$ cat config.mk
export PLATFORM = sky130hd
export DESIGN_NAME = cursor_ctrl
export DESIGN_NICKNAME = d
export VERILOG_FILES = /design/src/rtl/cursor_ctrl.sv
export SDC_FILE = /design/constraint.sdc
export NUM_CORES = 1
export LEC_CHECK = 0
export ABC_AREA = 1
export CAP_MARGIN = 40
export CORE_MARGIN = 2
export CORE_UTILIZATION = 45
export CTS_BUF_LIST = sky130_fd_sc_hd__clkbuf_4 sky130_fd_sc_hd__clkbuf_8
export DETAILED_ROUTE_END_ITERATION = 16
export PLACE_DENSITY = 0.64
export REMOVE_ABC_BUFFERS = 1
export SLEW_MARGIN = 20
export SYNTH_ARGS = -nofsm -noshare
export SYNTH_HDL_FRONTEND = slang
export SYNTH_SLANG_ARGS = --single-unit
export TNS_END_PERCENT = 20
$ cat constraint.sdc
create_clock -name clk -period 1.6 [get_ports clk]
set_input_delay 0.4 -clock clk [delete_from_list [all_inputs] [get_ports clk]]
set_output_delay 0.4 -clock clk [all_outputs]
set_load 0.05 [all_outputs]
$ cat src/rtl/cursor_ctrl.sv
// Board cursor controller: synchronised, debounced push-buttons move an (x, y) cursor with wrap/saturate edges.
// Optional auto-repeat of held keys is enabled by defining CURSOR_AUTOREPEAT_EN.
module cursor_ctrl #(
    parameter int unsigned COLS          = 15,
    parameter int unsigned ROWS          = 15,
    parameter int unsigned XW            = 4,
    parameter int unsigned YW            = 4,
    parameter int unsigned DEB_CYCLES    = 250000,
    parameter int unsigned WRAP          = 1,
    parameter int unsigned REPEAT_DELAY  = 25000000,
    parameter int unsigned REPEAT_PERIOD = 5000000
) (
    input  logic               clk,
    input  logic               reset,
    input  logic               key_l,
    input  logic               key_r,
    input  logic               key_u,
    input  logic               key_d,
    input  logic               home,
    input  logic               lock,
    output logic [XW+YW-1:0]   loc,
    output logic               moved
);

    localparam int unsigned DW = (DEB_CYCLES > 1) ? $clog2(DEB_CYCLES) : 1;
    localparam int unsigned KL = 0;
    localparam int unsigned KR = 1;
    localparam int unsigned KU = 2;
    localparam int unsigned KD = 3;

    logic [3:0]        raw;
    logic [3:0]        sync1_q, sync1_d, sync2_q, sync2_d;
    logic [3:0]        acc_q, acc_d, armed_q, armed_d, ev_q, ev_d;
    logic [3:0]        press, rep_ev;
    logic [DW-1:0]     deb_cnt_q [4];
    logic [DW-1:0]     deb_cnt_d [4];
    logic [1:0]        fill_q, fill_d;
    logic [XW-1:0]     x_q, x_d;
    logic [YW-1:0]     y_q, y_d;
    logic [XW+YW-1:0]  loc_q, loc_d;
    logic              moved_q, moved_d;

    assign raw   = {key_d, key_u, key_r, key_l};
    assign x_q   = loc_q[XW-1:0];
    assign y_q   = loc_q[XW+YW-1:XW];
    assign loc   = loc_q;
    assign moved = moved_q;

    // Synchroniser, debouncer and press detection; a key only arms once it has been seen released after reset.
    always_comb begin
        sync1_d = raw;
        sync2_d = sync1_q;
        acc_d   = acc_q;
        fill_d  = (fill_q == 2'd2) ? fill_q : fill_q + 2'd1;
        for (int i = 0; i < 4; i++) begin
            deb_cnt_d[i] = '0;
            if (sync2_q[i] != acc_q[i]) begin
                if (deb_cnt_q[i] == DW'(DEB_CYCLES - 1)) begin
                    acc_d[i] = sync2_q[i];
                end else begin
                    deb_cnt_d[i] = deb_cnt_q[i] + DW'(1);
                end
            end
        end
        armed_d = armed_q | ({4{fill_q == 2'd2}} & sync2_q);
        press   = armed_q & acc_q & ~acc_d;
        ev_d    = press | rep_ev;
    end

`ifdef CURSOR_AUTOREPEAT_EN
    localparam int unsigned RMAX = (REPEAT_DELAY > REPEAT_PERIOD) ? REPEAT_DELAY : REPEAT_PERIOD;
    localparam int unsigned RW   = (RMAX > 1) ? $clog2(RMAX) : 1;

    logic [RW-1:0] rep_cnt_q [2];
    logic [RW-1:0] rep_cnt_d [2];
    logic [1:0]    rep_first_q, rep_first_d;
    logic [3:0]    held;

    // Per-axis repeat timer: restarts on any press of the axis, runs only while exactly one axis key is held.
    always_comb begin
        held   = ~acc_q & armed_q;
        rep_ev = '0;
        for (int a = 0; a < 2; a++) begin
            rep_cnt_d[a]   = '0;
            rep_first_d[a] = rep_first_q[a];
            if (press[2*a] || press[2*a+1]) begin
                rep_first_d[a] = 1'b1;
            end else if (held[2*a] ^ held[2*a+1]) begin
                if (rep_cnt_q[a] == (rep_first_q[a] ? RW'(REPEAT_DELAY - 1) : RW'(REPEAT_PERIOD - 1))) begin
                    rep_ev[2*a]    = held[2*a];
                    rep_ev[2*a+1]  = held[2*a+1];
                    rep_first_d[a] = 1'b0;
                end else begin
                    rep_cnt_d[a] = rep_cnt_q[a] + RW'(1);
                end
            end
        end
    end

    always_ff @(posedge clk) begin
        if (!reset) begin
            rep_cnt_q[0] <= '0;
            rep_cnt_q[1] <= '0;
            rep_first_q  <= '0;
        end else begin
            rep_cnt_q[0] <= rep_cnt_d[0];
            rep_cnt_q[1] <= rep_cnt_d[1];
            rep_first_q  <= rep_first_d;
        end
    end
`else
    assign rep_ev = '0;
`endif

    // Cursor update: home beats lock, lock discards events, opposite keys on one axis cancel.
    always_comb begin
        x_d = x_q;
        y_d = y_q;
        if (home) begin
            x_d = XW'(COLS / 2);
            y_d = YW'(ROWS / 2);
        end else if (!lock) begin
            if (ev_q[KR] && !ev_q[KL]) begin
                if (x_q == XW'(COLS - 1)) x_d = (WRAP != 0) ? '0 : x_q;
                else                      x_d = x_q + XW'(1);
            end else if (ev_q[KL] && !ev_q[KR]) begin
                if (x_q == '0) x_d = (WRAP != 0) ? XW'(COLS - 1) : x_q;
                else           x_d = x_q - XW'(1);
            end
            if (ev_q[KD] && !ev_q[KU]) begin
                if (y_q == YW'(ROWS - 1)) y_d = (WRAP != 0) ? '0 : y_q;
                else                      y_d = y_q + YW'(1);
            end else if (ev_q[KU] && !ev_q[KD]) begin
                if (y_q == '0) y_d = (WRAP != 0) ? YW'(ROWS - 1) : y_q;
                else           y_d = y_q - YW'(1);
            end
        end
        loc_d   = {y_d, x_d};
        moved_d = (loc_d != loc_q);
    end

    always_ff @(posedge clk) begin
        if (!reset) begin
            sync1_q   <= '1;
            sync2_q   <= '1;
            acc_q     <= '1;
            armed_q   <= '0;
            fill_q    <= '0;
            ev_q      <= '0;
            loc_q     <= '0;
            moved_q   <= 1'b0;
            for (int i = 0; i < 4; i++) deb_cnt_q[i] <= '0;
        end else begin
            sync1_q   <= sync1_d;
            sync2_q   <= sync2_d;
            acc_q     <= acc_d;
            armed_q   <= armed_d;
            fill_q    <= fill_d;
            ev_q      <= ev_d;
            loc_q     <= loc_d;
            moved_q   <= moved_d;
            for (int i = 0; i < 4; i++) deb_cnt_q[i] <= deb_cnt_d[i];
        end
    end

endmodule

; Word-level counts from Yosys, hierarchy flattened
; Memory sizes are Yosys's and may differ from the RTL's.
; Index checks and enable logic that the tools add are counted.
[classes]
reduce_logical = 10
muxes = 34
eq_ne = 12
add_sub_neg = 9
n_bitwise = 9
[op_table]
columns = cell, n
row1 = 2-to-1 mux 18 bit, 12
row2 = "adder 18 x 1 -> 18 bit, second input constant", 4
row3 = "equality test 18 bit, second input constant", 4
row4 = 2-to-1 mux 4 bit, 12
row5 = bitwise AND 4 bit, 3
row6 = 2-to-1 mux 1 bit, 10
row7 = "adder 4 x 1 -> 4 bit, second input constant", 2
row8 = "equality test 4 bit, second input constant", 2
row9 = zero test 4 bit, 2
row10 = inequality test 8 bit, 1
row11 = "subtractor 4 x 1 -> 4 bit, second input constant", 2
row12 = logical AND 1 bit, 4
row13 = zero test 1 bit, 4
row14 = inequality test 1 bit, 4
row15 = inverter 4 bit, 1
row16 = OR 1 bit, 4
row17 = OR 4 bit, 1
row18 = "adder 2 x 1 -> 2 bit, second input constant", 1
row19 = "equality test 2 bit, second input constant", 1
[totals]
inputBits = 8
n_memories = 1
output_inout_bits = 9
ff_bits = 31
ram_bits = 72
[memory_table]
columns = memory, depth, width, rd, rd_ports_with_merged_regs, wr, line
row1 = deb_cnt_q, 4, 18, 4, 0, 4, 35  ; logic [DW-1:0] deb_cnt_q [4];

; Depth between registers and ports, before layout
; Gate-level depths: netlist (run 1).
[logic_depth]
ltp_word = 7
mapped_depth = 14
ltp_nobuf = 14

; Worst setup path after synthesis (run 1)
; Ideal clock, no wire load.
[synth_timing]
path_type = register -> register
from = register loc_q[4] (netlist: loc[4])
to = register moved_q (netlist: moved)
path_slack_ns = -0.563
stages_incl_launch_ff = 12
arrival_ns = 2.038
path_cell_list = dfxtp_1 -> inv_1 -> ha_1 -> or2_2 -> nand2_1 -> nand2_1 -> nand3_1 -> nand2_1 -> nor2_1 -> nand2_1 -> nor2_1 -> a21oi_1
[synth_via]
elab_chain_cells = 7
word_cells_on_any_way = 11
[synth_lines]
columns = item, line
row1 = from (decl), 40  ; logic [XW+YW-1:0] loc_q, loc_d;
row2 = from (signal assigned), 160  ; loc_q <= loc_d;
row3 = subtractor 4 x 1 -> 4 bit or zero test 4 bit (tied branches), "135, 134"
row4 = 2-to-1 mux 4 bit, 134  ; if (y_q == '0) y_d = (WRAP != 0) ? YW'(ROWS - 1) : y_q;
row5 = 2-to-1 mux 4 bit, 133  ; end else if (ev_q[KU] && !ev_q[KD]) begin
row6 = 2-to-1 mux 4 bit, 130  ; if (ev_q[KD] && !ev_q[KU]) begin
row7 = 2-to-1 mux 4 bit, 122  ; end else if (!lock) begin
row8 = 2-to-1 mux 4 bit, 119  ; if (home) begin
row9 = inequality test 8 bit (*), 139  ; moved_d = (loc_d != loc_q);
row10 = to (signal assigned), 161  ; moved_q <= moved_d;
row11 = to (decl), 41  ; logic moved_q, moved_d;
; Mark *: on every way between the ends. The rest lies on a longest branch, timed or not.
; A chain may end at the register's enable or synchronous reset.

; Worst setup path in the final report (run 1)
[layout_timing]
from = register loc_q[5] (netlist: loc[5])
to = register moved_q (netlist: moved)
; Same word-level chain as after synthesis.

==> results of run 1 <==
critical path, cell delays in order, from the launching register on:
cell and delay, ns:
dfxtp_2 0.35, inv_1 0.06, ha_1 0.27, or2_4 0.25, nand2_2 0.07, nand2_2 0.06, nand3_1 0.08, nand2_1 0.06
nor2_1 0.12, nand2_1 0.06, nor2_1 0.08, a21oi_1 0.07
metal layers:
layer | GRT usage | vias to the layer above | share of wire
li1 | - | 2434 | -
met5 | 0 | - | 0
met4 | 0.0642 | 0 | 0.019
met1 | 0.215 | 2104 | 0.46
met2 | 0.299 | 63 | 0.49
met3 | 0.0505 | 13 | 0.026
layout make-up:
| type | instances | area, um2 |
|---|---|---|
| clock inverter | 7 | 101 |
| tap | 140 | 175 |
| timing repair buffer | 87 | 830 |
| multi-input combinational | 497 | 3010 |
| fill | 956 | 4290 |
| sequential | 103 | 2100 |
| inverter | 93 | 357 |
| clock buffer | 9 | 124 |
repair_timing:
item | 4_1_cts | 5_1_grt
endpoints found under the setup margin | 38 | 83
pin swaps | 10 | 36
buffers inserted | 4 | 8
endpoints found under the hold margin | 0 | 0
gates cloned | 0 | 1
gates resized for setup | 42 | 81
hold buffers | 0 | 0
cells by family after synthesis:
logic type	synth area share
buffers and inverters	0.0793
adder cells (fa/ha/maj)	0.0318
AO/OA/AOI/OAI	0.0712
AND/OR/NAND/NOR	0.378
XOR/XNOR	0.0360
flip-flops	0.403
sequential cells by signal (all words and copies together), names as in the netlist:
signal and cells:
sync2_q 4, ev_q 4, deb_cnt_q 72, sync1_q 4, armed_q 4, moved 1, loc 8, fill_q 2
acc_q 4
per-stage QoR:
step / worst slack (ns) / util / TNS (ns) / instances / total power [mW]
floorplan: -0.574 / - / -1.81 / 692 / 3.03
global placement: -0.278 / 0.542 / -14.72 / 907 / 3.26
detailed placement: -0.305 / 0.542 / -16.12 / 907 / 3.28
CTS: -0.0325 / 0.578 / -0.0780 / 927 / 5.17
global route: -0.123 / 0.610 / -1.37 / 936 / 5.35
finish: -0.0174 / 0.610 / -0.0174 / 936 / 5.11
layout by cell type, fill, tap and decap left out, types with 17 or more instances in the layout:
cell / n
dfxtp_1: 80
nand3_1: 38
a21oi_1: 37
nor2_1: 84
nand4_1: 17
buf_4: 64
dfxtp_2: 20
nand2_2: 18
nor3_1: 20
inv_1: 83
nand2_1: 131
path summary, 6_finish.rpt:
path / slack (ns) / depth (start not counted) / endpoint / startpoint
worst max-delay path: -0.02 / 11 / moved / loc[5]
worst min-delay path: 0.42 / 1 / sync2_q[3] / sync1_q[3]
worst max register to register: -0.02 / 11 / moved / loc[5]
worst min register to register: 0.42 / 1 / sync2_q[3] / sync1_q[3]
power groups by stage:
stage | clock network, mW | registers, mW | logic (mW)
finish | 1.85 | 2.69 | 0.579
global placement | 0 | 2.74 | 0.521
detailed placement | 0 | 2.74 | 0.538
CTS | 1.93 | 2.68 | 0.557
global route | 2.01 | 2.70 | 0.645
floorplan | 0 | 2.79 | 0.237
==> results by group, run 1 <==
Yosys
  – Synth cell count leaders: 150 x nand2_1, 103 x dfxtp_1, 90 x inv_1
  – Post-synth ARST share: 0
  – Post-synth EDFFs: 0
  – Post-synth top flop: dfxtp_1
  – Mapped cell area: 5110 um2
  – Synthesized flop and latch total: 103
  – Share of the synthesized area in the top cell type: 0.403
  – Ranking of synthesized cells by area: dfxtp_1 40%, nand2_1 11%, inv_1 6.6%, nor2_1 6.5%, nand3_1 4.4%
  – Cell taking the most area after synthesis: dfxtp_1
  – Netlist cell types: 36
  – Register area share after synthesis: 0.403
  – Syn Inst Count: 702
  – Syn avg cell area: 7.28 um2
  – Synth warnings: 0
  – Top-count cell post-synth: nand2_1

Drt
  – Number of vias per cell: 4.93
  – Routed wire length per instance: 11.7 um
  – Vias: 4614
  – Starting DRT DRC Count: 266
  – Initial DRT Pass Iterations: 4
  – DRC Markers: 0
  – Final wirelength: 11000 um
  – Post-DRT Antenna Nets: 0

Clock network
  – Clock Sinks: 103
  – TritonCTS clock tree: done
  – Worst-Skew Late Latency: 0.38 ns
  – CTS buffer count: 9
  – H-tree Lvls: 3
  – Clock Pin Slew Worst Setup and Hold Paths: 0.11 ns
  – CTS max path bufs: 2
  – Root cell of the clock tree: clkbuf_8

Timing
  – RSZ-0062 raised after global routing: true
  – Final Hold Fails: 0
  – Tightest Pin Transition: 0.325 ns
  – Hold_ws: 0.423 ns
  – Fin. max-slew vios: 0
  – Final period util: 1.01
  – Relative slew slack: 0.781
  – Max frequency: 0.618 GHz
  – Skew final: 0.0109 ns
  – Tmin final: 1.62 ns
  – Final setup fails: 1
  – Setup slack after layout: -0.0174 ns

Global route
  – First-pass GRT wire length: 18400 um
  – Grt ovf: 0
  – Initial antenna violation count: 0
  – Largest net degree at the start of global routing: 19
  – GR Util All Layers: 0.177
  – Vias in the first global route: 4401

Cells and area
  – Diodes inserted: 0
  – Synth-to-layout area growth: 31.0%
  – Layout cells sized above 1: 0.298
  – Final nets: 812
  – Final instance area: 6700 um2

Hold path
  – Min-delay worst type: flop to flop

Floorplanning
  – # IOs: 17
  – Starting density of the core: 0.465
  – Die ar.: 12200 um2
  – Core region area: 11000 um2
  – Die X: 111 um
  – Core Rows: 38
  – Die Ht: 111 um

Status
  – Status: finished, violations left
  – Failing checks: negative setup slack

Pwr
  – LEAKAGE: 2.75 nW
  – Comb pwr share: 0.113
  – Sequential share of power: 0.526
  – Internal cell power: 3.81 mW
  – Switching share of power: 0.256
  – Clk pwr share: 0.361
  – Power Dens Cells: 764 nW/um2
  – Net Switching: 1.31 mW
  – Peak VDD IR: 0.595 mV

Run
  – Max-cap violations: 0

Placed design
  – GPL Wtd Cong: 0.890
  – # port buffers: 16
  – Post-DP Area: 5950 um2
  – Dpl hpwl: 7780 um

Worst setup path
  – Critical path type: flop to flop
  – Crit. End Element: flop
  – CP max FO: 3
  – Critical Path Start Type: flop
  – Worst Path Required: 1.88 ns
  – Critical Path AT: 1.90 ns
Power figures use the tool's default switching activity.
==> inputs of run 2 (changes only) <==
--- a/config.mk
+++ b/config.mk
@@ -11,8 +11,8 @@
 export CORE_UTILIZATION = 45
 export CTS_BUF_LIST = sky130_fd_sc_hd__clkbuf_4 sky130_fd_sc_hd__clkbuf_8
 export DETAILED_ROUTE_END_ITERATION = 16
+export HOLD_SLACK_MARGIN = 0.12
 export PLACE_DENSITY = 0.64
-export REMOVE_ABC_BUFFERS = 1
 export SLEW_MARGIN = 20
 export SYNTH_ARGS = -nofsm -noshare
 export SYNTH_HDL_FRONTEND = slang
==> results by group, run 2 (synthesis results as in run 1) <==
Worst setup path
  – Critical Path Start Type: flop
  – Crit. End Element: flop
  – Worst Path Required: 1.87 ns
  – Critical Path AT: 1.91 ns
  – Slowest stage delay, CP: 0.37 ns
  – Slowest CP cell: dfxtp_2
  – Critical path, cell by cell: ha_4, nand2_4, nor2_4, nand2_2, nor4_4, nand2_2, nand3_4, inv_2, o21ai_0, a21oi_1
  – Most common cell on crit path: nand2_2
  – Critical path type: flop to flop
  – CP max FO: 6

Clock network
  – TritonCTS clock tree: done
  – Clock Pin Slew Worst Setup and Hold Paths: 0.09 ns
  – Cts hold-fix bufs: 0
  – CTS max path bufs: 2
  – CTS buffer count: 9
  – Worst-Skew Late Latency: 0.38 ns
  – Root cell of the clock tree: clkbuf_8
  – Clock Sinks: 103
  – H-tree Lvls: 3

Global route
  – First-pass GRT wire length: 17800 um
  – Grt ovf: 0
  – Initial antenna violation count: 0
  – Largest net degree at the start of global routing: 16
  – GR Util All Layers: 0.172
  – Vias in the first global route: 4300

Drt
  – Post-DRT Antenna Nets: 0
  – Number of vias per cell: 4.95
  – Wl on met1: 5000 um
  – Vias: 4623
  – Max Used Layer: met4
  – Starting DRT DRC Count: 263
  – Met3 wire len: 267 um
  – DRC Markers: 0
  – Initial DRT Pass Iterations: 5
  – Routed wl met2: 5280 um
  – Routed wire length per instance: 11.5 um
  – Final wirelength: 10800 um

Timing
  – RSZ-0062 raised after global routing: true
  – Final Hold Fails: 0
  – Relative slew slack: 0.694
  – Final period util: 1.02
  – Tightest Pin Transition: 0.458 ns
  – Fin. max-slew vios: 0
  – Setup slack after layout: -0.0317 ns
  – Skew final: 0.00830 ns
  – Max frequency: 0.613 GHz
  – Final setup fails: 12
  – Tmin final: 1.63 ns

Status
  – Failing checks: negative setup slack
  – Status: finished, violations left

Floorplanning
  – Core Rows: 38
  – Die X: 111 um
  – Die ar.: 12200 um2
  – # IOs: 17
  – Die Ht: 111 um
  – Starting density of the core: 0.465
  – Core region area: 11000 um2

Yosys
  – Syn nets: 723

Pwr
  – Power Dens Cells: 739 nW/um2
  – Tot Pwr: 4.89 mW
  – LEAKAGE: 2.72 nW
  – Peak VDD IR: 0.522 mV

Cells and area
  – Most common cell after layout, fill and taps aside: nand2_1
  – Final Util: 0.603
  – Reg with most FFs: deb_cnt_q
  – Max FFs per register: 72
  – Diodes inserted: 0
  – Final nets: 809
  – Filler cells: 968
  – Layout cells sized above 1: 0.289
  – Most frequent cells in the layout: 134 x nand2_1, 84 x dfxtp_1, 82 x inv_1
  – Synth-to-layout area growth: 29.5%

Placed design
  – Dpl hpwl: 7600 um
  – GPL Wtd Cong: 0.870
  – # port buffers: 16
  – Pre-CTS WS: -0.367 ns

Hold path
  – Min-delay worst type: input pin to flop

Run
  – Max-cap violations: 0
## run 2: cell types whose count changed in the layout (fill, tap and decap cells not counted), moves of 4 or more
cell,previous run,this run
dfxtp_2,20,14
dfxtp_1,80,84
nor2_2,12,17
clkbuf_8,9,13
## run 2: path summary, 6_finish.rpt
check | cells past startpoint | to | slack (ns) | startpoint
setup / recovery | 10 | deb_cnt_q[1][13] | -0.03 | deb_cnt_q[1][1]
hold / removal | 2 | acc_q[3] | 0.38 | reset
setup reg to reg | 10 | deb_cnt_q[1][13] | -0.03 | deb_cnt_q[1][1]
hold reg to reg | 1 | sync2_q[1] | 0.41 | sync1_q[1]
## run 2: timing repair
action                     4_1_cts  5_1_grt
pin swaps                       10       27
setup buffers                    5        8
gates cloned                     0        0
gates resized for setup         26       66
setup endpoints to repair       40       73
## run 2: cell type report
class / instances / area [um2] / area share
Clock inverter: 2 / 12.5 / 0.00189
Timing Repair Buffer: 85 / 813 / 0.123
Tap cell: 140 / 175 / 0.0265
Sequential cell: 103 / 2100 / 0.317
Clock buffer: 14 / 186 / 0.0282
Multi-Input combinational cell: 496 / 2970 / 0.449
Inverter: 93 / 364 / 0.0550
## run 2: layer usage
metal  GRT usage  up-vias
met4      0.0858        0
met5           0        -
li1            -     2429
met1       0.203     2118
met3      0.0296       14
met2       0.299       62
## run 2: stage by stage
step / area, um2 / setup TNS, ns / cells / hold WS (ns)
finish: 6620 / -0.124 / 933 / 0.375
global route: 6620 / -2.28 / 933 / 0.390
CTS: 6330 / -0.150 / 926 / 0.415
detailed placement: 6000 / -17.28 / 905 / 0.399
global placement: 6000 / -15.40 / 905 / 0.396
floorplan: 5190 / -0.0671 / 702 / 0.393
## run 2: report_power, final
group,internal (mW),switching [mW]
clock network,0.753,0.899
registers,2.63,0.0553
logic,0.259,0.289
## run 2: critical path, delay by kind of cell, from the launching register on
family                   cells  cell delay, ns
flip-flops                   1            0.37
buffers and inverters        1            0.07
AND/OR/NAND/NOR              6            0.79
AO/OA/AOI/OAI                2            0.14
adder cells (fa/ha/maj)      1            0.15
==> inputs of run 3 (changes only) <==
--- a/config.mk
+++ b/config.mk
@@ -11,6 +11,7 @@
 export CORE_UTILIZATION = 45
 export CTS_BUF_LIST = sky130_fd_sc_hd__clkbuf_4 sky130_fd_sc_hd__clkbuf_8
 export DETAILED_ROUTE_END_ITERATION = 16
+export GPL_TIMING_DRIVEN = 0
 export HOLD_SLACK_MARGIN = 0.12
 export PLACE_DENSITY = 0.64
 export SLEW_MARGIN = 20
==> results by group, run 3 (synthesis results as in run 1) <==
Status
  – Status: finished, violations left
  – Failing checks: negative setup slack

Global route
  – GR peak layer: met2
  – Grt ovf: 0
  – GR Util All Layers: 0.171
  – Global routing usage on met1: 0.223
  – Met3 Usage GRT: 0.0307
  – Initial antenna violation count: 0
  – First-pass GRT wire length: 17800 um
  – Largest net degree at the start of global routing: 15
  – Met2 Resource Use GR: 0.281
  – Vias in the first global route: 4203

Cells and area
  – Most frequent cells in the layout: 136 x nand2_1, 84 x nor2_1, 82 x inv_1, 82 x dfxtp_1, 39 x nand3_1
  – Diodes inserted: 0
  – FF/Latch Area: 2110 um2
  – Final nets: 780
  – Most common cell after layout, fill and taps aside: nand2_1
  – Final Util: 0.569
  – Layout cells sized above 1: 0.257
  – Max FFs per register: 72
  – Synth-to-layout area growth: 22.2%
  – Reg with most FFs: deb_cnt_q
  – Filler cells: 1059
  – Multi-input logic area: 3000 um2

Placed design
  – Pre-CTS WS: -0.545 ns
  – GPL Wtd Cong: 0.849
  – # port buffers: 16
  – Dpl hpwl: 7380 um

Pwr
  – Power Dens Cells: 749 nW/um2
  – Peak VDD IR: 0.329 mV
  – LEAKAGE: 2.48 nW

Timing
  – Skew final: 0.0112 ns
  – Relative slew slack: 0.675
  – Hold_ws: 0.422 ns
  – Fin. max-slew vios: 0
  – Tmin final: 1.72 ns
  – Tightest Pin Transition: 0.487 ns
  – Max frequency: 0.582 GHz
  – Setup slack after layout: -0.117 ns
  – Final period util: 1.07
  – Final setup fails: 3
  – RSZ-0062 raised after global routing: true
  – Final Hold Fails: 0

Drt
  – Routed wire length per instance: 11.7 um
  – Starting DRT DRC Count: 217
  – DRC Markers: 0
  – Vias: 4558
  – Initial DRT Pass Iterations: 5
  – Post-DRT Antenna Nets: 0
  – Number of vias per cell: 5.05
  – Final wirelength: 10600 um

Worst setup path
  – Critical Path AT: 1.97 ns
  – CP max FO: 4
  – Worst Path Required: 1.85 ns
  – Critical path type: flop to flop
  – Worst R2R Setup Slack: -0.12 ns
  – Reg-to-Reg Start: loc[5]
  – Worst R2R End: moved
  – Critical Path Start Type: flop
  – Crit. End Element: flop
  – R2R depth: 12

Floorplanning
  – # IOs: 17
  – Core Rows: 38
  – Die X: 111 um
  – Die Ht: 111 um
  – Starting density of the core: 0.465
  – Core region area: 11000 um2
  – Die ar.: 12200 um2

Hold path
  – Min-Delay Endpoint: sync2_q[1]
  – Hold Path Depth: 1
  – Min-delay worst type: flop to flop
  – Hold_sp: sync1_q[1]

Clock network
  – Worst-Skew Late Latency: 0.37 ns
  – CTS buffer count: 9
  – H-tree Lvls: 3
  – Clock Pin Slew Worst Setup and Hold Paths: 0.10 ns
  – Root cell of the clock tree: clkbuf_8
  – CTS max path bufs: 2
  – Clock Sinks: 103
  – TritonCTS clock tree: done

Run
  – Max-cap violations: 0

Yosys
  – Syn nets: 723
[run 3: changes by cell type in the layout (fill, tap and decap cells not counted), sizes merged]
cell	change
clkinvlp	-1
clkdlybuf4s15	+2
nand2	+1
buf	-36
clkbuf	+4
[run 3: repair_timing]
action / CTS / global route
resized for setup: 54 / 80
cloned: 1 / 1
pin swaps: 7 / 27
setup buffers: 11 / 17
hold buffers: 0 / 0
setup endpoints to repair: 84 / 88
[run 3: cell type report]
cell class,count,area share
Sequential cell,103,0.337
Timing Repair Buffer,45,0.0561
Tap cell,140,0.0280
Inverter,93,0.0587
Multi-Input combinational cell,497,0.480
Clock buffer,14,0.0268
Buffer,10,0.0130
Clock inverter,1,0.000801
[run 3: how the worst max path moves through the flow]
stage / slack (ns) / start / to
floorplan: -0.07 / loc[0] / moved
global placement: -0.54 / lock / moved
detailed placement: -0.54 / lock / moved
CTS: -0.12 / loc[5] / moved
global route: -0.23 / loc[0] / moved
finish: -0.12 / loc[5] / moved
[run 3: metal layers]
| layer | vias up | part of all wire |
|---|---|---|
| li1 | 2368 | - |
| met1 | 2114 | 0.48 |
| met2 | 63 | 0.47 |
| met3 | 13 | 0.033 |
| met4 | 0 | 0.017 |
| met5 | - | 0 |
[run 3: metrics by stage]
step	total power, mW	cell area, um2	instances	TNS (ns)
3_3_place_gp	3.16	5530	858	-21.56
3_5_place_dp	3.18	5530	858	-23.15
4_1_cts	4.72	5880	885	-1.22
5_1_grt	4.91	6250	903	-1.80
6_report	4.68	6250	903	-0.242
2_1_floorplan	3.06	5190	702	-0.0671
[run 3: critical path: stages, from the launching register on]
cell     delay [ns]
dfxtp_4        0.37
buf_4          0.15
buf_4          0.14
ha_1           0.18
xor2_1         0.14
nand2_1        0.08
nand2_2        0.06
nand2_1        0.08
nand2_1        0.05
nand2_1        0.06
nand3_1        0.08
nor2_1         0.11
a21oi_1        0.07
[run 3: power breakdown]
| part | switching, mW | internal, mW |
|---|---|---|
| logic | 0.288 | 0.190 |
| clock network | 0.852 | 0.670 |
| registers | 0.0506 | 2.63 |
